$ cat config.mk
export PLATFORM = sky130hd
export DESIGN_NAME = fifo_sync
export DESIGN_NICKNAME = d
export VERILOG_FILES = /design/src/rtl/fifo_sync.sv
export SDC_FILE = /design/constraint.sdc
export NUM_CORES = 1
export LEC_CHECK = 0
export BUFFER_PORTS_ARGS = -buffer_cell sky130_fd_sc_hd__buf_2
export CAP_MARGIN = 40
export CORE_UTILIZATION = 40
export CTS_CLUSTER_SIZE = 8
export DETAILED_ROUTE_END_ITERATION = 8
export PLACE_DENSITY = 0.63
export SYNTH_ARGS = -nofsm -noshare
export SYNTH_HDL_FRONTEND = slang
export SYNTH_SLANG_ARGS = --single-unit
$ cat constraint.sdc
create_clock -name clk -period 3.35 [get_ports clk]
set_input_delay 0.5025 -clock clk [delete_from_list [all_inputs] [get_ports clk]]
set_output_delay 0.5025 -clock clk [all_outputs]
set_load 0.03 [all_outputs]
$ cat src/rtl/fifo_sync.sv
// Single-clock FIFO with standard or first-word-fall-through read, registered
// status flags consistent with data_count, and per-operation status pulses.
module fifo_sync #(
  parameter int FIFO_DEPTH        = 16,
  parameter int DATA_WIDTH        = 32,
  parameter int READ_MODE_FWFT    = 0,
  parameter int PROG_FULL_THRESH  = 12,
  parameter int PROG_EMPTY_THRESH = 4,
  parameter int CW                = $clog2(FIFO_DEPTH) + 1
) (
  input  logic                  clk,
  input  logic                  rst_n,
  input  logic                  flush,
  input  logic [DATA_WIDTH-1:0] din,
  input  logic                  wr_en,
  input  logic                  rd_en,
  output logic [DATA_WIDTH-1:0] dout,
  output logic                  full,
  output logic                  almost_full,
  output logic                  prog_full,
  output logic                  empty,
  output logic                  almost_empty,
  output logic                  prog_empty,
  output logic                  wr_ack,
  output logic                  overflow,
  output logic                  data_valid,
  output logic                  underflow,
  output logic [CW-1:0]         data_count
);

  localparam int              PW      = $clog2(FIFO_DEPTH);
  localparam bit              FWFT    = (READ_MODE_FWFT != 0);
  localparam logic [CW-1:0]   CNT_ONE = CW'(1);
  localparam logic [PW-1:0]   PTR_ONE = PW'(1);

  // Returns {full, almost_full, prog_full, empty, almost_empty, prog_empty}.
  function automatic logic [5:0] flags_of(input logic [CW-1:0] cnt, input logic stage_vld);
    logic [5:0] f;
    f[5] = (cnt == CW'(FIFO_DEPTH));
    f[4] = (cnt >= CW'(FIFO_DEPTH - 1));
    f[3] = (cnt >= CW'(PROG_FULL_THRESH));
    f[2] = FWFT ? !stage_vld : (cnt == '0);
    f[1] = (cnt <= CNT_ONE);
    f[0] = (cnt <= CW'(PROG_EMPTY_THRESH));
    return f;
  endfunction

  logic [DATA_WIDTH-1:0] mem [FIFO_DEPTH];
  logic [PW-1:0]         wr_ptr;
  logic [PW-1:0]         rd_ptr;
  logic                  wr_acc;
  logic                  rd_acc;
  logic                  fetch;
  logic                  rd_adv;
  logic [CW-1:0]         count_nxt;
  logic [CW-1:0]         vis_cnt;
  logic [CW-1:0]         vis_nxt;
  logic                  wr_vld_p0;
  logic                  vld_p1;
  logic                  vld_p1_nxt;
  logic [5:0]            flags_nxt;

  assign wr_acc = wr_en & ~full & ~flush;
  assign rd_acc = rd_en & ~empty & ~flush;

  // FWFT prefetch only sees words whose write landed at least one edge earlier,
  // which places a word on dout two edges after it was written.
  assign fetch  = FWFT & ~flush & (vis_cnt != '0) & (~vld_p1 | rd_acc);
  assign rd_adv = FWFT ? fetch : rd_acc;

  always_comb begin
    count_nxt = data_count;
    if (flush)
      count_nxt = '0;
    else if (wr_acc && !rd_acc)
      count_nxt = data_count + CNT_ONE;
    else if (!wr_acc && rd_acc)
      count_nxt = data_count - CNT_ONE;

    vis_nxt = vis_cnt;
    if (flush)
      vis_nxt = '0;
    else if (wr_vld_p0 && !fetch)
      vis_nxt = vis_cnt + CNT_ONE;
    else if (!wr_vld_p0 && fetch)
      vis_nxt = vis_cnt - CNT_ONE;

    vld_p1_nxt = vld_p1;
    if (flush)
      vld_p1_nxt = 1'b0;
    else if (fetch)
      vld_p1_nxt = 1'b1;
    else if (rd_acc)
      vld_p1_nxt = 1'b0;

    flags_nxt = flags_of(count_nxt, vld_p1_nxt);
  end

  // stage p0: memory write
  always_ff @(posedge clk) begin
    if (wr_acc)
      mem[wr_ptr] <= din;
  end

  always_ff @(posedge clk or negedge rst_n) begin
    if (!rst_n) begin
      wr_ptr       <= '0;
      rd_ptr       <= '0;
      data_count   <= '0;
      vis_cnt      <= '0;
      wr_vld_p0    <= 1'b0;
      vld_p1       <= 1'b0;
      full         <= 1'b0;
      almost_full  <= 1'b0;
      prog_full    <= 1'b0;
      empty        <= 1'b1;
      almost_empty <= 1'b1;
      prog_empty   <= 1'b1;
      wr_ack       <= 1'b0;
      overflow     <= 1'b0;
      underflow    <= 1'b0;
      data_valid   <= 1'b0;
    end else begin
      wr_ptr       <= flush ? '0 : (wr_acc ? wr_ptr + PTR_ONE : wr_ptr);
      rd_ptr       <= flush ? '0 : (rd_adv ? rd_ptr + PTR_ONE : rd_ptr);
      data_count   <= count_nxt;
      vis_cnt      <= vis_nxt;
      wr_vld_p0    <= wr_acc;
      vld_p1       <= vld_p1_nxt;
      full         <= flags_nxt[5];
      almost_full  <= flags_nxt[4];
      prog_full    <= flags_nxt[3];
      empty        <= flags_nxt[2];
      almost_empty <= flags_nxt[1];
      prog_empty   <= flags_nxt[0];
      wr_ack       <= wr_acc;
      overflow     <= wr_en & full & ~flush;
      underflow    <= rd_en & empty & ~flush;
      data_valid   <= FWFT ? ~flags_nxt[2] : rd_acc;
    end
  end

  // stage p1: registered read port / FWFT output stage
  always_ff @(posedge clk or negedge rst_n) begin
    if (!rst_n)
      dout <= '0;
    else if (FWFT && flush)
      dout <= '0;
    else if (rd_adv)
      dout <= mem[rd_ptr];
  end

endmodule

==> out/results.ini <==
[worst_setup_path]
cp.required_ns = 3.63
worstPathArrival_ns = 2.55
startpoint_type = flip-flop
cp-end-kind = flip-flop
critPathMaxFanout = 13
crit_type = flip-flop to flip-flop

[finish]
area_growth_pct = 18.79
design_area_um2 = 25730
final_layout_size_suffix_gt1_share_pct = 30.71
final_nets = 1183
num_antenna_cells = 0
multi_input_comb_area_um2 = 4712
nFillCells = 4211
seq_area_um2 = 16770

[sta]
worst-slew-pin-transition_ns = 0.7461
holdWs_ns = 0.2246
slew_headroom_pct = 50.14
setup_viol = 0
finalSetupTns_ns = 0
slew_violations = 0
fin_crit_sh_pct = 67.59
rsz0062_at_grt = no
fmax_mhz = 441.7
skew_ns = 0.01116
post-route-min-period_ns = 2.264
fin_ws_ns = 1.086
hold_violations = 0

[detailed_routing]
drtAntennaViolNets = 0
vias = 10220
vias_per_cell = 5.388
drt_pre_antenna_iters = 4
drcViolationCount = 0
wl_um = 47240
drtIter0Drc = 960
wl_per_cell_um = 24.92

[cts]
tritoncts = yes
clock-sinks = 567
clock_path_buffers = 3
htreeDepth = 3
root_buffer = clkbuf_16
insertion_delay_ns = 0.58
clk_pin_slew_ns = 0.05
cts_buffers = 81

[logic_synthesis]
synthAdderAreaFrac_pct = 0.4044
synthCells = 985
synth_top_area_share_pct = 70.99
ys_seq_elements = 567
synthTopCellsByCount = edfxtp_1, mux4_2, mux2i_1
ys_warn_count = 0
async_reset_ff_share_pct = 9.700
synth-xor-area-share_pct = 0.3235
synth_top_family_by_area = multiplexers
netlist_area_um2 = 21660
synthFlopType = edfxtp_1
ys_seq_area_share_pct = 77.36
synth_top_area_cell = edfxtp_1
synthesis.nets = 1029
synth.most_common_cell = edfxtp_1
synth-edff-count = 512
synth_compound_area_share_pct = 1.814
muxShareOfSynthArea_pct = 16.33
synth_cell_types = 44
yosys.area_share.simple_pct = 2.317
avgSynthCellArea_um2 = 21.99
synthTopCellsByArea = edfxtp_1, mux4_2, dfrtp_1, mux2i_1, o221ai_1

[power]
p_leak_nw = 8.279
p_sw_share_pct = 24.77
p_clk_share_pct = 41.2
p_int_mw = 13.97
combPwrFrac_pct = 14.2
total_power_mw = 18.57
p_switching_mw = 4.600
ir_drop_v = 0.0004485
powerDensity_nw_per_um2 = 721.9
p_seq_share_pct = 44.6

[floorplan]
die_h_um = 234.7
start_util_pct = 40.81
std_cell_rows = 84
ios = 84
die_w_um = 234.7
die-area_um2 = 55080
core_area_um2 = 53080

[hold_path]
hold_class = input pin to flip-flop

[placement]
place_ws_ns = 0.8749
io_buffers = 83
globalplace.congestion = 0.7700
dp_hpwl_um = 26040
place_area_um2 = 23280

[flow_run]
cap_violations = 0

[global_routing]
grt.overflow.total = 0
grt_pass1_vias = 11080
antenna_found_initial = 2
grt_max_degree = 71
grt.total_usage_pct = 17.62
grt_first_pass_wirelength_um = 71820

[outcome]
status = finished clean

[what timing repair did]
item | in CTS | in global routing
resized for setup | 0 | 0
hold endpoints to repair | 17 | 0
hold buffers | 1 | 0
setup buffers | 0 | 0
endpoints found under the setup margin | 0 | 0
[power groups by stage]
stage	clock network, mW	logic [mW]	registers [mW]
2_1_floorplan	0	1.52	8.76
3_3_place_gp	0	2.64	8.42
3_5_place_dp	0	2.69	8.42
4_1_cts	7.80	2.69	8.29
5_1_grt	8.13	2.85	8.31
6_report	7.66	2.63	8.28
[path summary, 6_finish.rpt]
check | start | end | slack [ns] | depth (start not counted)
worst max-delay path | full | mem[11][21] | 1.09 | 5
min in group asynchronous | rst_n | dout[3] | 0.38 | 2
max in group asynchronous | rst_n | prog_empty | 2.37 | 3
worst min-delay path | rd_en | underflow | 0.22 | 2
worst max register to register | full | mem[11][21] | 1.09 | 5
worst min register to register | dout[12] | dout[12] | 0.49 | 2
[critical path, cell delays in order, from the launching register on]
cell and delay (ns):
dfrtp_1 0.42, nor2b_1 0.13, buf_4 0.21, nand2_1 0.28, nor2_4 0.66, buf_12 0.24
[kinds of logic (layout without fill, tap and decap cells)]
group / Yosys count / in the layout
compound gates: 46 / 46
xor+xnor: 8 / 8
fa+ha+maj: 7 / 7
buf+inv: 57 / 280
flops: 567 / 567
mux: 193 / 193
simple gates: 107 / 107
[per-stage QoR]
step                      utilization [%]  cells
final                               48.47   1896
after floorplan                         -    985
after detailed placement            43.85   1743
after global routing                48.47   1896
after CTS                           48.47   1896
after global placement              43.80   1742
[registers in the layout (all words and copies together) (netlist names)]
register / cells
almost_full: 1
mem: 512
almost_empty: 1
data_valid: 1
data_count: 5
full: 1
rd_ptr: 4
overflow: 1
wr_ptr: 4
prog_full: 1
dout: 32
wr_ack: 1
prog_empty: 1
underflow: 1
empty: 1
[cell usage in the layout (no fill, tap or decap), types with 4 or more instances in the layout]
cell	netlist	layout
xor2_1	4	4
clkbuf_1	24	62
buf_12	0	15
o221ai_1	32	32
mux4_2	128	128
buf_2	11	82
edfxtp_1	512	512
xnor2_1	4	4
mux2i_1	64	64
inv_1	4	4
buf_4	1	24
nor2_1	27	11
nand2_1	50	50
nand3_1	7	7
nor2_4	0	16
ha_1	7	7
dfrtp_1	52	49
clkbuf_16	0	87
[final cells by class]
type                            count  area share [%]
Timing Repair Buffer              123           3.609
Multi-Input combinational cell    361           18.32
Inverter                            5         0.07295
Clock inverter                      2         0.06809
Sequential cell                   567           65.17
Clock buffer                      150           9.420
Tap cell                          688           3.346
[metal layers]
layer | global-route usage, % | part of all wire [%] | routed length, um | vias up
met2 | 29.90 | 52 | 24370 | 264
met1 | 23.43 | 42 | 20020 | 5435
met5 | 0 | 0.025 | 12 | -
li1 | - | - | - | 4438
met3 | 3.019 | 4.0 | 1876 | 77
met4 | 4.984 | 2.0 | 950 | 2
No activity file was read; power rests on OpenSTA's default activity.
